$ cat src/rtl/edge_event_arbiter_pkg.sv
// Shared definitions for the dual-edge event arbiter: default channel count,
// index-width helper, polarity encoding and output-stage states.
package edge_event_arbiter_pkg;

    localparam int DEFAULT_N = 4;

    localparam logic RISE = 1'b1;
    localparam logic FALL = 1'b0;

    typedef enum logic {
        EMPTY = 1'b0,
        FULL  = 1'b1
    } out_state_e;

    function automatic int clog2(input int value);
        int result;
        int v;
        result = 0;
        v = value - 1;
        while (v > 0) begin
            result++;
            v = v >> 1;
        end
        return result;
    endfunction

endpackage

$ cat src/rtl/edge_event_arbiter_if.sv
// Valid/ready event port carrying the granted channel index and edge polarity.
interface edge_event_arbiter_if
    import edge_event_arbiter_pkg::*;
#(
    parameter int N = DEFAULT_N
) ();
    localparam int IDX_W = clog2(N);

    logic             ev_valid;
    logic             ev_ready;
    logic [IDX_W-1:0] ev_chan;
    logic             ev_rise;

    modport master (output ev_valid, output ev_chan, output ev_rise, input ev_ready);
    modport slave  (input ev_valid, input ev_chan, input ev_rise, output ev_ready);
endinterface

$ cat src/rtl/edge_event_arbiter_chan.sv
// One channel: edge detector, single-entry pending event (flag + polarity)
// and sticky overrun flag for edges that arrive while an event is still queued.
module edge_event_chan
    import edge_event_arbiter_pkg::*;
(
    input  logic clk,
    input  logic reset_n,
    input  logic level,
    input  logic grant,
    input  logic clr_overrun,
    output logic pend,
    output logic pol,
    output logic overrun
);
    logic level_q;
    logic toggle;
    logic drop;

    assign toggle = level ^ level_q;
    // A granted channel frees its slot this cycle, so a coincident edge refills it.
    assign drop   = toggle & pend & ~grant;

    always_ff @(posedge clk or negedge reset_n) begin
        if (!reset_n) begin
            level_q <= 1'b0;
            pend    <= 1'b0;
            pol     <= FALL;
            overrun <= 1'b0;
        end else begin
            level_q <= level;
            if (grant) begin
                pend <= toggle;
                if (toggle) pol <= level ? RISE : FALL;
            end else if (toggle && !pend) begin
                pend <= 1'b1;
                pol  <= level ? RISE : FALL;
            end
            if (drop) overrun <= 1'b1;
            else if (clr_overrun) overrun <= 1'b0;
        end
    end
endmodule

$ cat src/rtl/edge_event_arbiter.sv
// Dual-edge event scheduler: per-channel pending events serialised onto one
// registered valid/ready port by a round-robin search starting at rr_ptr.
module edge_event_arbiter
    import edge_event_arbiter_pkg::*;
#(
    parameter int N = DEFAULT_N
) (
    input  logic                 clk,
    input  logic                 reset_n,
    input  logic [N-1:0]         level,
    edge_event_arbiter_if.master ev,
    output logic [N-1:0]         overrun,
    input  logic                 clr_overrun
);
    localparam int IDX_W = clog2(N);

    logic [N-1:0]     pend;
    logic [N-1:0]     pol;
    logic [N-1:0]     grant;
    logic             found;
    logic             load;
    logic [IDX_W-1:0] gidx;
    logic [IDX_W-1:0] rr_ptr;
    logic [IDX_W-1:0] rr_next;
    logic [IDX_W-1:0] chan_q;
    logic             rise_q;
    out_state_e       state_q;
    out_state_e       state_d;

    for (genvar i = 0; i < N; i++) begin : g_chan
        edge_event_chan u_chan (
            .clk         (clk),
            .reset_n     (reset_n),
            .level       (level[i]),
            .grant       (grant[i]),
            .clr_overrun (clr_overrun),
            .pend        (pend[i]),
            .pol         (pol[i]),
            .overrun     (overrun[i])
        );
    end

    always_comb begin
        int unsigned cand;
        found = 1'b0;
        gidx  = '0;
        cand  = 0;
        for (int unsigned j = 0; j < N; j++) begin
            cand = (32'(rr_ptr) + j) % N;
            if (!found && pend[cand]) begin
                found = 1'b1;
                gidx  = IDX_W'(cand);
            end
        end
    end

    assign load    = (state_q == EMPTY) | ev.ev_ready;
    assign grant   = (load && found) ? (N'(1) << gidx) : '0;
    assign rr_next = (gidx == IDX_W'(N - 1)) ? '0 : gidx + 1'b1;

    always_comb begin
        state_d = state_q;
        case (state_q)
            EMPTY:   if (found) state_d = FULL;
            FULL:    if (ev.ev_ready) state_d = found ? FULL : EMPTY;
            default: state_d = EMPTY;
        endcase
    end

    always_ff @(posedge clk or negedge reset_n) begin
        if (!reset_n) begin
            state_q <= EMPTY;
            rr_ptr  <= '0;
            chan_q  <= '0;
            rise_q  <= 1'b0;
        end else begin
            state_q <= state_d;
            if (load && found) begin
                chan_q <= gidx;
                rise_q <= pol[gidx];
                rr_ptr <= rr_next;
            end
        end
    end

    assign ev.ev_valid = (state_q == FULL);
    assign ev.ev_chan  = chan_q;
    assign ev.ev_rise  = rise_q;
endmodule
$ cat src/flat_wrapper.sv
// flat-port wrapper written by rule: the top's interface ports become plain ports
module edge_event_arbiter_flat import edge_event_arbiter_pkg::*;
#(
    parameter int N = DEFAULT_N
)
  (clk, reset_n, level, overrun, clr_overrun, ev_ev_valid, ev_ev_chan, ev_ev_rise, ev_ev_ready);
  edge_event_arbiter_if #(.N(N)) ev_i ();
  input  logic clk;
  input  logic reset_n;
  input  logic [N-1:0] level;
  output logic [N-1:0] overrun;
  input  logic clr_overrun;
  output wire logic [$bits(ev_i.ev_valid)-1:0] ev_ev_valid;
  output wire logic [$bits(ev_i.ev_chan)-1:0] ev_ev_chan;
  output wire logic [$bits(ev_i.ev_rise)-1:0] ev_ev_rise;
  input wire logic [$bits(ev_i.ev_ready)-1:0] ev_ev_ready;
  assign ev_ev_valid = ev_i.ev_valid;
  assign ev_ev_chan = ev_i.ev_chan;
  assign ev_ev_rise = ev_i.ev_rise;
  assign ev_i.ev_ready = ev_ev_ready;
  edge_event_arbiter #(.N(N)) u_core (.clk(clk), .reset_n(reset_n), .level(level), .ev(ev_i), .overrun(overrun), .clr_overrun(clr_overrun));
endmodule
$ cat config.mk
export PLATFORM = sky130hd
export DESIGN_NAME = edge_event_arbiter_flat
export DESIGN_NICKNAME = d
export VERILOG_FILES = /design/src/rtl/edge_event_arbiter_pkg.sv /design/src/rtl/edge_event_arbiter_if.sv /design/src/rtl/edge_event_arbiter_chan.sv /design/src/rtl/edge_event_arbiter.sv /design/src/flat_wrapper.sv
export SDC_FILE = /design/constraint.sdc
export NUM_CORES = 1
export LEC_CHECK = 0
export BUFFER_PORTS_ARGS = -buffer_cell sky130_fd_sc_hd__buf_2
export CAP_MARGIN = 5
export CORE_UTILIZATION = 35
export DETAILED_ROUTE_END_ITERATION = 8
export GPL_TIMING_DRIVEN = 0
export PLACE_DENSITY = 0.53
export SYNTH_ARGS = -nofsm -noshare
export SYNTH_HDL_FRONTEND = slang
export SYNTH_SLANG_ARGS = --single-unit
$ cat constraint.sdc
create_clock -name clk -period 3.8 [get_ports clk]
set_input_delay 0.95 -clock clk [delete_from_list [all_inputs] [get_ports clk]]
set_output_delay 0.95 -clock clk [all_outputs]
set_load 0.02 [all_outputs]
* After elaboration in Yosys (flattened, before gate mapping)
Cells that the tools add are included.
** Word-level totals
- Register bits :: 22
- Output and inout bits :: 8
- Word-level logic and storage cells :: 132
** Operators by class
- Add/subtract/negate cells :: 4
- Order comparisons :: 5
- Equal/unequal tests :: 5
- Shift operators :: 1
- Multiplexer cells :: 52
- Bitwise operators :: 18
- Reduce and logical (&&, ||, !) cells :: 27
** Operators by type and width (number)
- $mux 1 :: 40
- $reduce_bool 2->1 :: 8
- $lt 2x3->1 const B :: 5
- $bmux 1 s2 :: 5
- $mux 2 :: 5
- $and 1x1->1 :: 8
- $logic_and 1x1->1 :: 8
- $ne 2x2->1 const B :: 4
- $reduce_and 2->1 :: 4
- $logic_not 1->1 :: 7
- $not 1->1 :: 5
- $add 2x1->2 const B :: 2
- $add 2x2->2 const B :: 2
- $mux 4 :: 1
- $shl 1x2->4 const A :: 1
- $xor 1x1->1 :: 4
- $eq 2x2->1 const B :: 1
- $pmux 1 s2 :: 1
- $or 1x1->1 :: 1

* Logic depth before layout (Yosys ltp)
- Depth in word-level cells :: 17
- Mapped depth :: 9

* Cells and area by module
A second synthesis with hierarchy kept.
** Unflattened totals
- Cell total of the unflattened synthesis :: 101
- Area, all modules :: 1068.5 um^2
** By module, submodules not included
- edge_event_chan :: instances 4, cells an instance 13, area an instance 150.1 um^2, seq. area each 100.1 um^2
- edge_event_arbiter :: instances 1, cells an instance 49, area an instance 467.9 um^2, seq. area each 150.1 um^2

* Worst setup path after synthesis
OpenSTA, ideal clock, no wires.
- Path type :: input -> register
- From :: input port ev_ev_ready
- To :: register u_core.g_chan[1].u_chan.pol
- Library setup time :: 0.122 ns
- Arrival :: 1.902 ns
- Required time :: 3.678 ns
- Slack :: 1.776 ns
- Cell stages on the path :: 5
- Buffers on the path :: 0
- Cells stage by stage :: nand2b_1 -> o41ai_2 -> o21ai_0 -> or2b_1 -> o2bb2ai_1
** Between the ends
- Cells in the longest elaborated chain, start to end :: 5
** RTL lines
- start, declared :: RTL line flat_wrapper.sv:16 : input wire logic [$bits(ev_i.ev_ready)-1:0] ev_ev_ready;
- $or 1x1->1 (*) :: RTL line edge_event_arbiter.sv:57 : assign load = (state_q == EMPTY) | ev.ev_ready;
- $logic_and 1x1->1 (*) :: RTL line edge_event_arbiter.sv:58 : assign grant = (load && found) ? (N'(1) << gidx) : '0;
- $mux 4 (*) :: RTL line edge_event_arbiter.sv:58
- $ne 2x2->1 (no line) or $reduce_bool 2->1 (tied branches)
- $reduce_and 2->1 (no line)
- end signal, assigned :: RTL line edge_event_arbiter_chan.sv:33 : if (toggle) pol <= level ? RISE : FALL;
- end signal, assigned :: RTL line edge_event_arbiter_chan.sv:36 : pol <= level ? RISE : FALL;
- end, declared :: RTL line edge_event_arbiter_chan.sv:12 : output logic pol,
Mark *: on every way between the ends. The rest lies on a longest branch, timed or not.
A chain may end at the register's enable or synchronous reset.

* Worst setup path in the final report
- From :: register u_core.g_chan[0].u_chan.pend
- To :: register u_core.g_chan[1].u_chan.pol
** Between the ends
- Cells in the longest elaborated chain, start to end :: 16
** RTL lines
- start, declared :: RTL line edge_event_arbiter_chan.sv:11 : output logic pend,
- start signal, assigned :: RTL line edge_event_arbiter_chan.sv:32 : pend <= toggle;
- $bmux 1 s2 :: RTL line edge_event_arbiter.sv:50 : if (!found && pend[cand]) begin
- $mux 1 (not written as such) :: RTL line edge_event_arbiter.sv:50
- $mux 1 :: RTL line edge_event_arbiter.sv:50
- $logic_not 1->1 :: RTL line edge_event_arbiter.sv:50
- $logic_and 1x1->1 :: RTL line edge_event_arbiter.sv:50
- $mux 1 :: RTL line edge_event_arbiter.sv:50
- $logic_not 1->1 :: RTL line edge_event_arbiter.sv:50
- $logic_and 1x1->1 :: RTL line edge_event_arbiter.sv:50
- $mux 1 :: RTL line edge_event_arbiter.sv:50
- $logic_not 1->1 :: RTL line edge_event_arbiter.sv:50
- $logic_and 1x1->1 :: RTL line edge_event_arbiter.sv:50
- $mux 2 (*) :: RTL line edge_event_arbiter.sv:50
- via u_core.gidx[0] :: RTL line edge_event_arbiter.sv:22 : logic [IDX_W-1:0] gidx;
- $shl 1x2->4 (*) :: RTL line edge_event_arbiter.sv:58
- $mux 4 (*) :: RTL line edge_event_arbiter.sv:58
- $ne 2x2->1 (no line) or $reduce_bool 2->1 (tied branches)
- $reduce_and 2->1 (no line)
Mark *: on every way through the listed nets, which the timed path passes. The rest lies on a longest branch. The select of a mux whose other input is x is not followed.

==> run metrics <==
static leakage 0.544 nW; synth top area cells dfrtp_1, ha_1, inv_1; sequential area share after synthesis 53.5%; initial antenna violation count 0; grt ovf 0; Reg power frac 39.1%; number of CTS-inserted buffers 3; Synth top area share 53.5%; chip width 56.2 µm; Vias per Instance 5.14; Max VDD drop 0.000411 V; Slew Viols, Final 0; area post-placement 1140 µm²; Yosys reg bits 22; share of layout cells above drive strength 1 27.5%; row count 19; ys flop type dfrtp_1; clock power share 17.9%; syn_nets roughly 100; Period minus WS final 2160 ps; Max clock buf depth 2; synth cell count leaders dfrtp_1, inv_1, nand2_1, a21oi_1, o21ai_0; Area Growth Syn to Fin 16.2%; Worst-Skew Late Latency 310 ps; largest net degree at the start of global routing 23; quantity of gates resized following cts 0; CP Launch Type register; IO Port Bufs 15; clk slew on worst S/H paths 130 ps; CTS root buf clkbuf_4; vias in the first global route 706; Fmax achieved 462 MHz; DRC errors left 0; via count 720; Tightest Pin Transition 827 ps; area of the multi-input gates 412 µm²; Post-DP HPWL 1390 µm; Worst EP required around 4000 ps; die area around 3200 µm²; unrepaired setup endpoints after global routing no; post-route worst hold slack roughly 470 ps; Core Region 2780 µm²; Sink Count 22; Worst Hold Class register to register; drt pass-1 iters 4; CTS hold repair buffers 0; Distinct cells, synth 24; Final GP Congestion ~0.77; power density over cell area 837 nW/µm²; CTS tree built; ys async rst share 100%; EDFF count, synth 0; H-Tree Depth 1; DRT antenna net count 0; status completed; leading area contributor after synthesis dfrtp_1; I/O pins 16; crit share post-route a little under three fifths; Pint 0.000624 W; initial core utilization 37.0%; crit path DAT about 2400 ps; fin nets 122; syn_area_per_cell 11.4 µm²; ANT cells 0; Max transition margin 44.3%; final hold violations 0; starting DRC count in detailed routing 12; WL final 1860 µm; YS warnings 0; most common cell in the synthesized netlist dfrtp_1; global-route wire length before repair about 3200 µm; TNS Setup 0 ps; crit path capture type register; Reg area roughly 550 µm²; Worst Skew 13.5 ps; synthesized area 1030 µm²; max-cap check violation count 0; GR Util All Layers a little over an eighth; FILL cells about 280; Sw Ratio 37.7%; Post-Synthesis Cells 90; Max FO, Critical Path 5; Die Ht 56.2 µm; cell area after layout 1200 µm²; WL/cell between 10 and 15 µm; Comb power frac between 40% and 50%; Worst Setup Path Type register to register; final setup fails 0; Sw Pwr 0.000378 W; setup bufs post-CTS 0
-- critical path, stage by stage (launching register included) --
cell       delay [ps]
dfrtp_1           440
nor2b_1           170
nor3_2            220
o22ai_2           180
inv_1             110
ha_1              140
inv_1              30
o21ai_0           380
or2b_1            270
o2bb2ai_1         110
-- routing by layer --
layer  vias up  GRT usage, %  wire length (µm)
met1       350          16.7               863
met3         2          2.79                84
met2        18          22.6               890
met5         -             0                 0
met4         0          5.23                24
li1        350             -                 -
-- through the flow --
stage | worst slack [ps] | power [W] | utilization, % | cells
6_report | 1640 | 0.00100 | 43.0 | 140
5_1_grt | 1470 | 0.00108 | 43.0 | 140
4_1_cts | 1630 | 0.00102 | 43.0 | 140
3_5_place_dp | 1450 | 0.000833 | 41.1 | 136
3_3_place_gp | 1460 | 0.000814 | 41.1 | 136
2_1_floorplan | 1780 | 0.000713 | - | 90
-- sequential cells by signal, summed over array words and instances (netlist names) --
register / flops
u_core.g_chan.u_chan.pend: 4
u_core.ev.ev_chan: 2
u_core.ev.ev_valid: 1
u_core.rr_ptr: 2
u_core.g_chan.u_chan.level_q: 4
u_core.g_chan.u_chan.overrun: 4
u_core.ev.ev_rise: 1
u_core.g_chan.u_chan.pol: 4
-- cells in the final DEF (no fill, tap or decap), drive strengths merged, types with 3 or more instances in the layout --
cell	synthesis	final
clkbuf	0	3
dfrtp	22	22
a21oi	5	5
xnor2	4	4
nand2	6	6
ha	4	4
o2bb2ai	4	4
a21o	3	3
o21ai	5	5
inv	10	10
buf	4	19
nand2b	3	3
o22ai	5	5
-- cell families after synthesis --
| logic type | after synthesis | share of synthesized area, % |
|---|---|---|
| AOI/OAI and AO/OA | 26 | 18.3 |
| xor gates and xnor gates | 4 | 3.40 |
| adders and majority gates | 4 | 4.86 |
| buffers and inverters | 14 | 6.56 |
| DFF | 22 | 53.5 |
| muxes | 3 | 4.37 |
| and+or+nand+nor | 17 | 8.99 |
-- power by group through the flow --
stage / registers [W] / logic (W) / clock network (W)
after floorplan: 0.000393 / 0.000320 / 0
final: 0.000391 / 0.000431 / 0.000179
after CTS: 0.000393 / 0.000439 / 0.000184
after global routing: 0.000406 / 0.000483 / 0.000190
after global placement: 0.000394 / 0.000420 / 0
after detailed placement: 0.000398 / 0.000435 / 0
-- final timing paths --
check	slack [ps]	cells past startpoint	from	endpoint
hold reg to reg	470	1	u_core.g_chan[2].u_chan.level_q	u_core.g_chan[2].u_chan.pol
min in group asynchronous	580	1	reset_n	u_core.ev.ev_chan[0]
setup / recovery	1640	9	u_core.g_chan[0].u_chan.pend	u_core.g_chan[1].u_chan.pol
setup reg to reg	1640	9	u_core.g_chan[0].u_chan.pend	u_core.g_chan[1].u_chan.pol
hold / removal	470	1	u_core.g_chan[2].u_chan.level_q	u_core.g_chan[2].u_chan.pol
max in group asynchronous	2870	1	reset_n	u_core.g_chan[1].u_chan.pol
-- cell type report --
cell class / count / area share, %
clock inverter: 1 / 2.51
clock buffer: 3 / 1.88
inverter: 10 / 3.14
buffer: 4 / 2.51
sequential: 22 / 46.0
timing repair buffer: 15 / 6.28
tap: 31 / 3.24
multi-input combinational: 54 / 34.4
(Power assumes the default switching activity.)
